File: config.mk
export PLATFORM = sky130hd
export DESIGN_NAME = eth_frame_assembler
export DESIGN_NICKNAME = d
export VERILOG_FILES = /design/src/rtl/ethernet_header_pkg.sv /design/src/rtl/eth_frame_assembler.sv
export SDC_FILE = /design/constraint.sdc
export NUM_CORES = 1
export LEC_CHECK = 0
export ABC_CLOCK_PERIOD_IN_PS = 2100
export BUFFER_PORTS_ARGS = -buffer_cell sky130_fd_sc_hd__buf_2
export CORE_ASPECT_RATIO = 2
export CORE_UTILIZATION = 51
export CTS_BUF_LIST = sky130_fd_sc_hd__clkbuf_4
export CTS_CLUSTER_DIAMETER = 150
export DETAILED_ROUTE_END_ITERATION = 12
export MAX_ROUTING_LAYER = met4
export PLACE_DENSITY = 0.87
export REMOVE_ABC_BUFFERS = 1
export SLEW_MARGIN = 20
export SYNTH_ARGS = -nofsm -noshare
export SYNTH_HDL_FRONTEND = slang
export SYNTH_SLANG_ARGS = --single-unit
File: constraint.sdc
create_clock -name clk -period 2.1 [get_ports clk]
set_input_delay 0.315 -clock clk [delete_from_list [all_inputs] [get_ports clk]]
set_output_delay 0.315 -clock clk [all_outputs]
set_load 0.01 [all_outputs]
File: src/rtl/ethernet_header_pkg.sv
//============================================================================
// Module   : ethernet_header_pkg
// Brief    : Ethernet header layout, frame size limits and assembler states.
// Revision : 1.0
//============================================================================
`default_nettype none

package ethernet_header_pkg;

   localparam int ETH_HEADER_BYTES = 14;
   localparam int ETH_MIN_PAYLOAD  = 46;
   localparam int ETH_MAX_PAYLOAD  = 1500;

   // Destination sits in the low bits so octet n of the wire is bits [8n+7:8n];
   // element 0 of every field is the first of its octets on the wire.
   typedef struct packed {
      logic [1:0][7:0] ether_type;
      logic [5:0][7:0] mac_source;
      logic [5:0][7:0] mac_destination;
   } ethernet_header;

   typedef enum logic [2:0] {
      IDLE    = 3'd0,
      HEADER  = 3'd1,
      PAYLOAD = 3'd2,
      PAD     = 3'd3,
      DROP    = 3'd4
   } eth_asm_state_t;

endpackage

`default_nettype wire

File: src/rtl/eth_frame_assembler.sv
//============================================================================
// Module   : eth_frame_assembler
// Brief    : Emits 14 header octets, then payload, then zero pad to minimum.
// Revision : 1.0
//============================================================================
`default_nettype none

module eth_frame_assembler
   import ethernet_header_pkg::*;
#(
   parameter int MIN_PAYLOAD_BYTES = ETH_MIN_PAYLOAD,
   parameter int MAX_PAYLOAD_BYTES = ETH_MAX_PAYLOAD
) (
   input  logic           clk,
   input  logic           reset,
   input  ethernet_header hdr_in,
   input  logic           hdr_valid,
   output logic           hdr_ready,
   input  logic [7:0]     s_axis_tdata,
   input  logic           s_axis_tvalid,
   input  logic           s_axis_tlast,
   output logic           s_axis_tready,
   output logic [7:0]     m_axis_tdata,
   output logic           m_axis_tvalid,
   output logic           m_axis_tlast,
   input  logic           m_axis_tready,
   output logic           oversize_err
);

   localparam logic [10:0] c_MIN_CNT      = 11'(MIN_PAYLOAD_BYTES);
   localparam logic [10:0] c_MAX_CNT      = 11'(MAX_PAYLOAD_BYTES);
   localparam logic [3:0]  c_LAST_HDR_IDX = 4'(ETH_HEADER_BYTES - 1);

   eth_asm_state_t                r_state;
   eth_asm_state_t                w_state_nxt;
   logic [8*ETH_HEADER_BYTES-1:0] r_hdr;
   logic [3:0]                    r_idx;
   logic [3:0]                    w_idx_nxt;
   logic [10:0]                   r_pay_cnt;
   logic [10:0]                   w_pay_cnt_nxt;
   logic [10:0]                   w_pay_cnt_inc;
   logic                          r_oversize;
   logic                          w_oversize_nxt;
   logic                          w_load_hdr;
   logic                          w_pay_hs;
   logic                          w_at_max;

   assign w_pay_cnt_inc = r_pay_cnt + 11'd1;
   assign w_pay_hs      = s_axis_tvalid & m_axis_tready;
   assign w_at_max      = (w_pay_cnt_inc == c_MAX_CNT);
   assign oversize_err  = r_oversize;

   always_ff @(posedge clk) begin
      if (reset) begin
         r_state    <= IDLE;
         r_hdr      <= '0;
         r_idx      <= '0;
         r_pay_cnt  <= '0;
         r_oversize <= 1'b0;
      end else begin
         r_state    <= w_state_nxt;
         r_idx      <= w_idx_nxt;
         r_pay_cnt  <= w_pay_cnt_nxt;
         r_oversize <= w_oversize_nxt;
         if (w_load_hdr) begin
            r_hdr <= hdr_in;
         end
      end
   end

   always_comb begin
      w_state_nxt    = r_state;
      w_idx_nxt      = r_idx;
      w_pay_cnt_nxt  = r_pay_cnt;
      w_oversize_nxt = 1'b0;
      w_load_hdr     = 1'b0;
      hdr_ready      = 1'b0;
      s_axis_tready  = 1'b0;
      m_axis_tvalid  = 1'b0;
      m_axis_tdata   = 8'h00;
      m_axis_tlast   = 1'b0;

      case (r_state)
         IDLE: begin
            // Gated so every output stays low for the whole reset assertion.
            hdr_ready = ~reset;
            if (hdr_valid) begin
               w_load_hdr    = 1'b1;
               w_idx_nxt     = '0;
               w_pay_cnt_nxt = '0;
               w_state_nxt   = HEADER;
            end
         end

         HEADER: begin
            m_axis_tvalid = 1'b1;
            m_axis_tdata  = r_hdr[{r_idx, 3'b000} +: 8];
            if (m_axis_tready) begin
               w_idx_nxt = r_idx + 4'd1;
               if (r_idx == c_LAST_HDR_IDX) begin
                  w_state_nxt = PAYLOAD;
               end
            end
         end

         PAYLOAD: begin
            m_axis_tvalid = s_axis_tvalid;
            m_axis_tdata  = s_axis_tdata;
            s_axis_tready = m_axis_tready;
            m_axis_tlast  = (s_axis_tlast && (w_pay_cnt_inc >= c_MIN_CNT)) || w_at_max;
            if (w_pay_hs) begin
               w_pay_cnt_nxt = w_pay_cnt_inc;
               if (s_axis_tlast) begin
                  w_state_nxt = (w_pay_cnt_inc >= c_MIN_CNT) ? IDLE : PAD;
               end else if (w_at_max) begin
                  w_oversize_nxt = 1'b1;
                  w_state_nxt    = DROP;
               end
            end
         end

         PAD: begin
            m_axis_tvalid = 1'b1;
            m_axis_tlast  = (w_pay_cnt_inc == c_MIN_CNT);
            if (m_axis_tready) begin
               w_pay_cnt_nxt = w_pay_cnt_inc;
               if (w_pay_cnt_inc == c_MIN_CNT) begin
                  w_state_nxt = IDLE;
               end
            end
         end

         DROP: begin
            s_axis_tready = 1'b1;
            if (s_axis_tvalid && s_axis_tlast) begin
               w_state_nxt = IDLE;
            end
         end

         default: begin
            w_state_nxt = IDLE;
         end
      endcase
   end

endmodule

`default_nettype wire

==> run_results.csv, run 1 <==
group,metric,value,unit
synthesis,yosysSeqAreaShare,41.7,%
global_route,busiest_layer,"met2",
clock_tree,cts_buffers,17,
timing,drv_slew,0,
critical_path,arrival,2.45,ns
power,cellLeakagePower,3.64,nW
floorplan,die_width,80.5,um
critical_path,path_class,"register to output port",
clock_tree,htreeDepth,4,
place,dp_slack,-0.261,ns
timing,finClkSkew,0.0190,ns
global_route,antenna_found_initial,2,
power,ir_drop,1.04,mV
global_route,grt_pass1_wl,35000,um
detailed_routing,wl_per_cell,19.2,um
detailed_routing,drt_iter0_drc,628,
floorplan,num_io_pins,139,
clock_tree,ctsLongestPathBuffers,2,
synthesis,ys_top_cells_by_count,"247 x nand2_1, 136 x a21oi_1, 131 x dfxtp_1",
timing,post-route-min-period,2.77,ns
timing,relSlewSlack,55.3,%
run_status,outcome,"finished with violations",
timing,fin_crit_sh,132,%
synthesis,netlist_top_cells_area,"dfxtp_1 42%, nand2_1 15%, a21oi_1 11%",
cells_and_area,syn_to_final_growth,42.7,%
synthesis,netlist_area,0.00629,mm2
detailed_routing,postRouteAntennaNets,0,
power,power,0.00853,W
power,pwr_density_cell,950,mW/mm2
flow_run,maxCapViolCount,0,
floorplan,start_util,52.2,%
global_route,overflow,0,
detailed_routing,vias_per_cell,5.94,
critical_path,start_kind,"register",
cells_and_area,layout-drive-gt1-share,31.4,%
floorplan,die_y,159,um
global_route,grt_max_degree,52,
min_path,hold_path.class,"input port to register",
run_status,violations,"setup timing",
global_route,grt_pass1_vias,7138,
clock_tree,clkSinkCount,131,
synthesis,syn_avg_cell_area,7.94,um2
clock_tree,tritoncts,"built",
cells_and_area,ff_latch_area,0.00265,mm2
cells_and_area,multiInputGateArea,0.00352,mm2
synthesis,yosysWarningCount,0,
synthesis,yosysTopAreaCell,"dfxtp_1",
timing,finalSetupViolCount,11,
synthesis,synth_edf_count,0,
place,io_buffers,138,
detailed_routing,drt-pass1-iter-count,5,
global_route,grt_usage,37.6,%
critical_path,endpoint_kind,"output port",
detailed_routing,wirelength,23000,um
detailed_routing,drc,0,
synthesis,synthDistinctLibCells,54,
timing,grt_setup_unrepaired,"yes",
global_route,grt_use_met2,64.4,%
timing,tightestPinTransition,0.661,ns
floorplan,dieArea,0.0128,mm2
global_route,use_met3,7.51,%
place,place_hpwl,13500,um
critical_path,worstPathMaxFanout,13,
timing,max_freq,0.361,GHz
synthesis,netlist_instances,792,
synthesis,yosysMostFrequentCell,"nand2_1",
synthesis,yosys.area.top_type_share,41.7,%
timing,hold_ws,0.0354,ns
floorplan,rows,57,
global_route,grt.met1_usage,34.9,%
synthesis,synth-seq-cells,131,
clock_tree,clock_latency,0.54,ns
detailed_routing,dr_total_vias,7095,
cells_and_area,fillers,793,
synthesis,synth_flop_cell,"dfxtp_1",
clock_tree,clk_pin_slew,0.12,ns
timing,finalHoldViolCount,0,
cells_and_area,fin_nets,1165,
critical_path,worstPathRequired,1.78,ns
place,globalplace.congestion,0.956,
clock_tree,cts_root_buffer,"clkbuf_4",
timing,fin_ws,-0.668,ns
synthesis,synthArstFlopShare,0,%
floorplan,core,0.0121,mm2
==> layout by cell type, fill, tap and decap left out, drive strengths merged, types with 3 or more instances in the layout <==
cell / n
nand2: 247
clkbuf: 18
nor2: 29
bufinv: 4
nor2b: 4
and3: 4
mux4: 24
or2: 3
buf: 218
a211o: 3
dfxtp: 131
dlygate4sd3: 70
nor4: 5
a21o: 6
clkinvlp: 4
a21boi: 3
nor3: 9
o22ai: 9
inv: 16
and2: 4
nand4: 3
ha: 5
a21oi: 136
clkinv: 5
nand3: 12
xnor2: 3
mux2i: 16
o21ai: 18
==> layout make-up <==
type | instances | share of cell area (%)
well taps | 147 | 2.05
clock buffers | 18 | 1.51
inverters | 16 | 0.781
repair buffers | 288 | 24.8
diodes | 2 | 0.0558
clock inverters | 13 | 2.08
multi-input cells | 580 | 39.3
flip-flops and latches | 131 | 29.5
==> report_power, final <==
| part | switching (W) | internal, W |
|---|---|---|
| sequential | 0.000248 | 0.00288 |
| clock | 0.000955 | 0.000951 |
| combinational | 0.00201 | 0.00148 |
| total | 0.00321 | 0.00532 |
==> through the flow <==
stage | cells | TNS, ns | util (%) | area [um2]
after floorplan | 727 | -108.47 | - | 6010
after global placement | 1073 | -0.607 | 62.0 | 7470
after detailed placement | 1073 | -0.747 | 62.0 | 7470
after CTS | 1184 | -5.22 | 72.9 | 8780
after global routing | 1195 | -6.19 | 74.4 | 8970
final | 1195 | -4.86 | 74.4 | 8970
==> per-layer routing <==
layer	wire, um	up-vias
met5	0	-
met4	1870	0
met3	1200	142
met2	12300	384
met1	7570	3358
li1	-	3211
==> registers in the layout, indices dropped and copies added, names as in the netlist <==
name,flops
r_state,3
r_hdr,112
oversize_err,1
r_idx,4
r_pay_cnt,11
==> path summary, 6_finish.rpt <==
| path | startpoint | to | slack, ns | cells after the start |
|---|---|---|---|---|
| setup reg to reg | r_pay_cnt[1] | r_state[0] | -0.06 | 10 |
| hold reg to reg | r_hdr[79] | r_hdr[79] | 0.46 | 2 |
| setup / recovery | r_pay_cnt[0] | m_axis_tlast | -0.67 | 8 |
| hold / removal | hdr_in[7] | r_hdr[7] | 0.04 | 3 |
==> critical path: stages, from the launching register on <==
cell and delay (ns):
dfxtp_4 0.38, buf_6 0.16, nand3_2 0.11, o31a_1 0.29, a211oi_2 0.23, nand4_1 0.15, a211o_1 0.32, a31oi_1 0.13
buf_2 0.15
==> logic make-up (layout without fill, tap and decap cells) <==
kind of cell	after synthesis	in the layout	share of synthesized area [%]
AO/OA/AOI/OAI	198	198	17.8
XOR/XNOR	5	5	0.697
adder cells (fa/ha/maj)	5	5	0.995
buffers and inverters	81	335	5.39
flip-flops	131	131	41.7
multiplexers	40	40	11.1
other	0	2	0
AND/OR/NAND/NOR	332	332	22.2
==> timing repair <==
action	CTS	global route
setup endpoints to repair	13	14
hold endpoints to repair	67	3
setup buffers	10	7
hold buffers	67	3
gates cloned	3	0
resized for setup	61	29
pin swaps	18	13
(Power assumes the default switching activity.)
==> run 2: changes to the inputs <==
--- a/config.mk
+++ b/config.mk
@@ -14,6 +14,7 @@
 export DETAILED_ROUTE_END_ITERATION = 12
 export MAX_ROUTING_LAYER = met4
 export PLACE_DENSITY = 0.87
+export RECOVER_POWER = 25
 export REMOVE_ABC_BUFFERS = 1
 export SLEW_MARGIN = 20
 export SYNTH_ARGS = -nofsm -noshare
==> run_results.csv, run 2 (synthesis results as in run 1) <==
group,metric,value,unit
run_status,outcome,"finished with violations",
run_status,violations,"setup timing",
cells_and_area,largestRegisters,"r_hdr: 112 flops, r_pay_cnt: 11 flops, r_idx: 4 flops",
place,place_hpwl,13500,um
clock_tree,tritoncts,"built",
clock_tree,htreeDepth,4,
cells_and_area,top_register,"r_hdr",
floorplan,start_util,52.2,%
cells_and_area,fin_cells,1195,
timing,hold_ws,0.0210,ns
critical_path,worstPathMaxFanout,13,
clock_tree,cts_root_buffer,"clkbuf_4",
cells_and_area,final_util,74.1,%
floorplan,die_y,159,um
clock_tree,clk_pin_slew,0.12,ns
detailed_routing,vias_per_cell,5.93,
timing,grt_setup_unrepaired,"yes",
timing,fin_ws,-0.706,ns
cells_and_area,finish.instance_area,0.00894,mm2
critical_path,endpoint_kind,"output port",
timing,fin_crit_sh,134,%
cells_and_area,fin_nets,1165,
timing,tightestPinTransition,0.666,ns
critical_path,arrival,2.49,ns
cells_and_area,final_common_cell,"nand2_1",
critical_path,path_class,"register to output port",
floorplan,core,0.0121,mm2
detailed_routing,wirelength,23000,um
timing,relSlewSlack,55.4,%
global_route,busiest_layer,"met2",
global_route,grt_pass1_vias,7138,
detailed_routing,drt-pass1-iter-count,6,
global_route,grt_use_met2,64.4,%
floorplan,num_io_pins,139,
detailed_routing,drc,0,
critical_path,slowest_delay,0.38,ns
timing,drv_slew,0,
floorplan,dieArea,0.0128,mm2
place,post_dp_cell_area,0.00747,mm2
timing,finalSetupViolCount,28,
global_route,grt_pass1_wl,35000,um
power,pwr_density_cell,947,mW/mm2
place,globalplace.congestion,0.956,
critical_path,start_kind,"register",
global_route,antenna_found_initial,2,
clock_tree,ctsLongestPathBuffers,2,
global_route,grt.met1_usage,34.9,%
flow_run,maxCapViolCount,0,
place,io_buffers,138,
cells_and_area,syn_to_final_growth,42.1,%
cells_and_area,final_cell_mix,"244 x nand2_1, 135 x buf_2, 127 x a21oi_1, 124 x dfxtp_1, 70 x dlygate4sd3_1",
power,cellLeakagePower,3.63,nW
cells_and_area,largest_register_ffs,112,
timing,finClkSkew,0.0214,ns
global_route,grt_max_degree,52,
detailed_routing,postRouteAntennaNets,0,
global_route,use_met3,7.51,%
power,ir_drop,1.03,mV
cells_and_area,fillers,801,
timing,max_freq,0.356,GHz
clock_tree,clock_latency,0.55,ns
floorplan,rows,57,
floorplan,die_width,80.5,um
timing,post-route-min-period,2.81,ns
clock_tree,clkSinkCount,131,
power,power,0.00846,W
global_route,grt_usage,37.6,%
clock_tree,cts_buffers,17,
detailed_routing,dr_total_vias,7092,
detailed_routing,drt_iter0_drc,646,
critical_path,path_cells,"buf_6 -> nand3_2 -> o31a_1 -> a211oi_2 -> nand4_1 -> a211o_1 -> a31oi_1 -> buf_2",
detailed_routing,wl_per_cell,19.2,um
critical_path,slowest_stage,"dfxtp_4",
global_route,overflow,0,
critical_path,worstPathRequired,1.78,ns
place,dp.cells,1073,
min_path,hold_path.class,"input port to register",
cells_and_area,layout-drive-gt1-share,31.0,%
timing,finalHoldViolCount,0,
## run 2: cell count changes in the layout (fill, tap and decap cells not counted), sizes merged
cell    delta
clkbuf     +3
buf        -3
## run 2: per-stage QoR
step | worst slack, ns | setup TNS, ns
final | -0.706 | -5.42
after global routing | -0.850 | -9.92
after global placement | -0.240 | -0.607
after CTS | -0.701 | -5.22
after detailed placement | -0.261 | -0.747
after floorplan | -0.867 | -108.47
## run 2: area by class of cell
type / instances / area (um2) / share of cell area [%]
clock inverter: 13 / 186 / 2.09
antenna: 2 / 5.00 / 0.0560
clock buffer: 18 / 135 / 1.51
sequential: 131 / 2640 / 29.6
timing repair buffer: 288 / 2190 / 24.6
multi-input combinational: 580 / 3520 / 39.4
tap: 147 / 184 / 2.06
inverter: 16 / 70.1 / 0.784
## run 2: final timing paths
kind / slack, ns / start / endpoint / depth (start not counted)
setup / recovery: -0.71 / r_pay_cnt[0] / m_axis_tlast / 8
hold reg to reg: 0.46 / r_hdr[79] / r_hdr[79] / 2
hold / removal: 0.02 / hdr_in[77] / r_hdr[77] / 3
setup reg to reg: -0.10 / r_state[1] / r_hdr[100] / 6
## run 2: power breakdown
group	leakage, nW	internal (W)	switching, W
Combinational	2.39	0.00142	0.00200
Sequential	1.08	0.00288	0.000240
Clock	0.160	0.000950	0.000968
## run 2: routing by layer
| layer | wire (um) | vias up |
|---|---|---|
| met3 | 1230 | 162 |
| met2 | 12200 | 403 |
| met4 | 1990 | 0 |
| met1 | 7530 | 3319 |
| li1 | - | 3208 |
| met5 | 0 | - |
## run 2: timing repair
action                                  in CTS  in global routing
resized for setup                           61                 29
hold buffers                                67                  3
endpoints found under the setup margin      13                 14
endpoints found under the hold margin       67                  3
pin swaps                                   18                 13
gates cloned                                 3                  0
buffers inserted                            10                  7
## run 2: critical path, delay by kind of cell (launching register included)
family | cells | cell delay, ns
AOI/OAI and AO/OA | 4 | 0.99
buffers and inverters | 2 | 0.30
DFF | 1 | 0.38
and+or+nand+nor | 2 | 0.27
==> run 3: changes to the inputs <==
--- a/config.mk
+++ b/config.mk
@@ -5,11 +5,12 @@
 export SDC_FILE = /design/constraint.sdc
 export NUM_CORES = 1
 export LEC_CHECK = 0
+export ABC_AREA = 1
 export ABC_CLOCK_PERIOD_IN_PS = 2100
 export BUFFER_PORTS_ARGS = -buffer_cell sky130_fd_sc_hd__buf_2
 export CORE_ASPECT_RATIO = 2
 export CORE_UTILIZATION = 51
-export CTS_BUF_LIST = sky130_fd_sc_hd__clkbuf_4
+export CTS_BUF_LIST = sky130_fd_sc_hd__clkbuf_2
 export CTS_CLUSTER_DIAMETER = 150
 export DETAILED_ROUTE_END_ITERATION = 12
 export MAX_ROUTING_LAYER = met4
==> run_results.csv, run 3 <==
group,metric,value,unit
synthesis,yosysSeqAreaShare,41.1,%
timing,finClkSkew,0.0188,ns
run_status,violations,"setup timing",
power,p_sw,0.00370,W
synthesis,ys_top_cells_by_count,"183 x nand2_1, 180 x a21oi_1, 131 x dfxtp_1",
clock_tree,cts_buffers,17,
detailed_routing,wirelength,29700,um
critical_path,worstPathMaxFanout,9,
cells_and_area,fin_nets,1340,
critical_path,endpoint_kind,"output port",
power,power_frac_comb,41.7,%
critical_path,worstPathRequired,1.78,ns
detailed_routing,drc,0,
floorplan,num_io_pins,139,
critical_path,path_class,"register to output port",
synthesis,yosysMostFrequentCell,"nand2_1",
critical_path,r2r.worst_path.cells,9,
run_status,outcome,"finished with violations",
cells_and_area,final_common_cell,"nand2_1",
global_route,grt_pass1_vias,8123,
synthesis,synth_top_family_by_area,"compound AO/OA/AOI/OAI gates",
cells_and_area,layout-drive-gt1-share,30.4,%
detailed_routing,drt_iter0_drc,1572,
clock_tree,clock_latency,0.77,ns
min_path,whs_path_depth,3,
floorplan,die_y,160,um
synthesis,netlist_area,0.00638,mm2
timing,fin_crit_sh,149,%
detailed_routing,vias_per_cell,6.40,
clock_tree,clk_pin_slew,0.21,ns
critical_path,arrival,2.82,ns
synthesis,yosysWarningCount,0,
critical_path,start_kind,"register",
detailed_routing,wl_per_cell,21.6,um
power,pwr_density_cell,927,mW/mm2
clock_tree,cts_root_buffer,"clkbuf_2",
cells_and_area,fin_cells,1372,
synthesis,yosysTopAreaCell,"dfxtp_1",
synthesis,synth-seq-cells,131,
power,seq_power_share,36.0,%
power,power.share.switching,40.6,%
clock_tree,clkSinkCount,131,
clock_tree,tritoncts,"built",
place,globalplace.congestion,0.951,
global_route,antenna_found_initial,3,
synthesis,netlist_top_cells_area,"dfxtp_1 41%, a21oi_1 14%, nand2_1 11%",
place,dp.cells,1183,
place,io_buffers,138,
detailed_routing,postRouteAntennaNets,0,
detailed_routing,dr_total_vias,8780,
power,ir_drop,0.884,mV
synthesis,yosys.area.top_type_share,41.1,%
place,post_dp_cell_area,0.00730,mm2
floorplan,core,0.0122,mm2
min_path,hold_path.class,"input port to register",
flow_run,maxCapViolCount,0,
synthesis,netlist_instances,940,
synthesis,synth_edf_count,0,
timing,relSlewSlack,44.9,%
power,cellLeakagePower,4.00,nW
cells_and_area,largestRegisters,"r_hdr: 112 flops, r_pay_cnt: 11 flops, r_idx: 4 flops",
floorplan,die_width,81.1,um
timing,tightestPinTransition,0.827,ns
cells_and_area,top_register,"r_hdr",
global_route,grt_max_degree,85,
timing,drv_slew,0,
synthesis,synth_compound_area_share,24.9,%
timing,finalSetupViolCount,25,
floorplan,dieArea,0.0130,mm2
cells_and_area,largest_register_ffs,112,
detailed_routing,drt-pass1-iter-count,7,
clock_tree,ctsLongestPathBuffers,2,
synthesis,synth_flop_cell,"dfxtp_1",
synthesis,synthAdderAreaFrac,0.980,%
timing,fin_ws,-1.03,ns
synthesis,synth_mux_area_share,0,%
floorplan,rows,57,
cells_and_area,finish.instance_area,0.00984,mm2
timing,finalHoldViolCount,0,
cells_and_area,final_cell_mix,"177 x nand2_1, 146 x a21oi_1, 135 x buf_2, 119 x dfxtp_1, 115 x dlygate4sd3_1",
synthesis,synthArstFlopShare,0,%
place,place_hpwl,12800,um
cells_and_area,syn_to_final_growth,54.1,%
timing,post-route-min-period,3.13,ns
synthesis,syn_avg_cell_area,6.79,um2
floorplan,start_util,52.3,%
synthesis,synthDistinctLibCells,31,
timing,max_freq,0.319,GHz
timing,grt_setup_unrepaired,"yes",
power,p_int,0.00542,W
clock_tree,htreeDepth,4,
global_route,overflow,0,
global_route,grt_pass1_wl,38900,um
global_route,grt_usage,40.6,%
synthesis,synthSimpleGateAreaFrac,24.0,%
power,clkPwrFrac,22.3,%
synthesis,synthXorXnorAreaFrac,0.137,%
power,power,0.00912,W
-- run 3: layout make-up --
class | instances | area [um2]
Antenna cell | 3 | 7.51
Clock buffer | 17 | 85.1
Clock inverter | 15 | 236
Fill cell | 632 | 2360
Inverter | 73 | 293
Multi-Input combinational cell | 667 | 3760
Sequential cell | 131 | 2650
Tap cell | 147 | 184
Timing Repair Buffer | 319 | 2630
-- run 3: final timing paths --
kind	start	to	slack, ns
worst min register to register	r_hdr[79]	r_hdr[79]	0.47
worst max register to register	r_state[2]	r_idx[2]	-0.41
worst max-delay path	r_pay_cnt[2]	m_axis_tlast	-1.03
worst min-delay path	reset	r_hdr[108]	0.01
-- run 3: metal layers --
| metal | vias up | global-route usage (%) | part of all wire [%] |
|---|---|---|---|
| met1 | 3944 | 40.7 | 31 |
| met3 | 311 | 9.43 | 11 |
| li1 | 3707 | - | - |
| met2 | 818 | 67.2 | 47 |
| met5 | - | - | 0 |
| met4 | 0 | 28.4 | 11 |
-- run 3: power by group through the flow --
stage	clock (W)	combinational (W)	sequential, W
after floorplan	0	0.00152	0.00322
after global placement	0	0.00250	0.00320
after detailed placement	0	0.00255	0.00322
after CTS	0.00197	0.00316	0.00320
after global routing	0.00211	0.00402	0.00331
final	0.00203	0.00381	0.00329
-- run 3: cell families (layout without fill, tap and decap cells) --
group,count (synthesis),after routing
XOR/XNOR,1,1
adder cells (fa/ha/maj),5,5
buffers and inverters,142,424
AND/OR/NAND/NOR,351,351
AO/OA/AOI/OAI,310,310
other,0,3
flip-flops,131,131
-- run 3: what timing repair did --
action / CTS / global route
resized for setup: 147 / 106
gates cloned: 3 / 2
pin swaps: 41 / 52
setup endpoints to repair: 12 / 26
hold buffers: 115 / 0
hold endpoints to repair: 114 / 0
setup buffers: 22 / 16
-- run 3: metrics by stage --
stage               TNS (ns)  hold WS, ns  setup slack [ns]  util, %
CTS                    -3.85       0.0252            -0.558     77.4
global route          -14.11       0.0279             -1.37     80.7
global placement           0        0.439            0.0948     59.9
finish                 -8.21       0.0129             -1.03     80.7
detailed placement         0        0.444            0.0266     59.9
floorplan            -102.17        0.384             -1.16        -
-- run 3: critical path, stage by stage (launching register included) --
cell     delay (ns)
dfxtp_2        0.50
nand3_1        0.18
nor2_4         0.29
nand3_1        0.20
nand2_1        0.16
nand3_1        0.09
nor2_1         0.17
nand2_1        0.09
a21oi_2        0.12
o21ai_1        0.10
buf_2          0.16
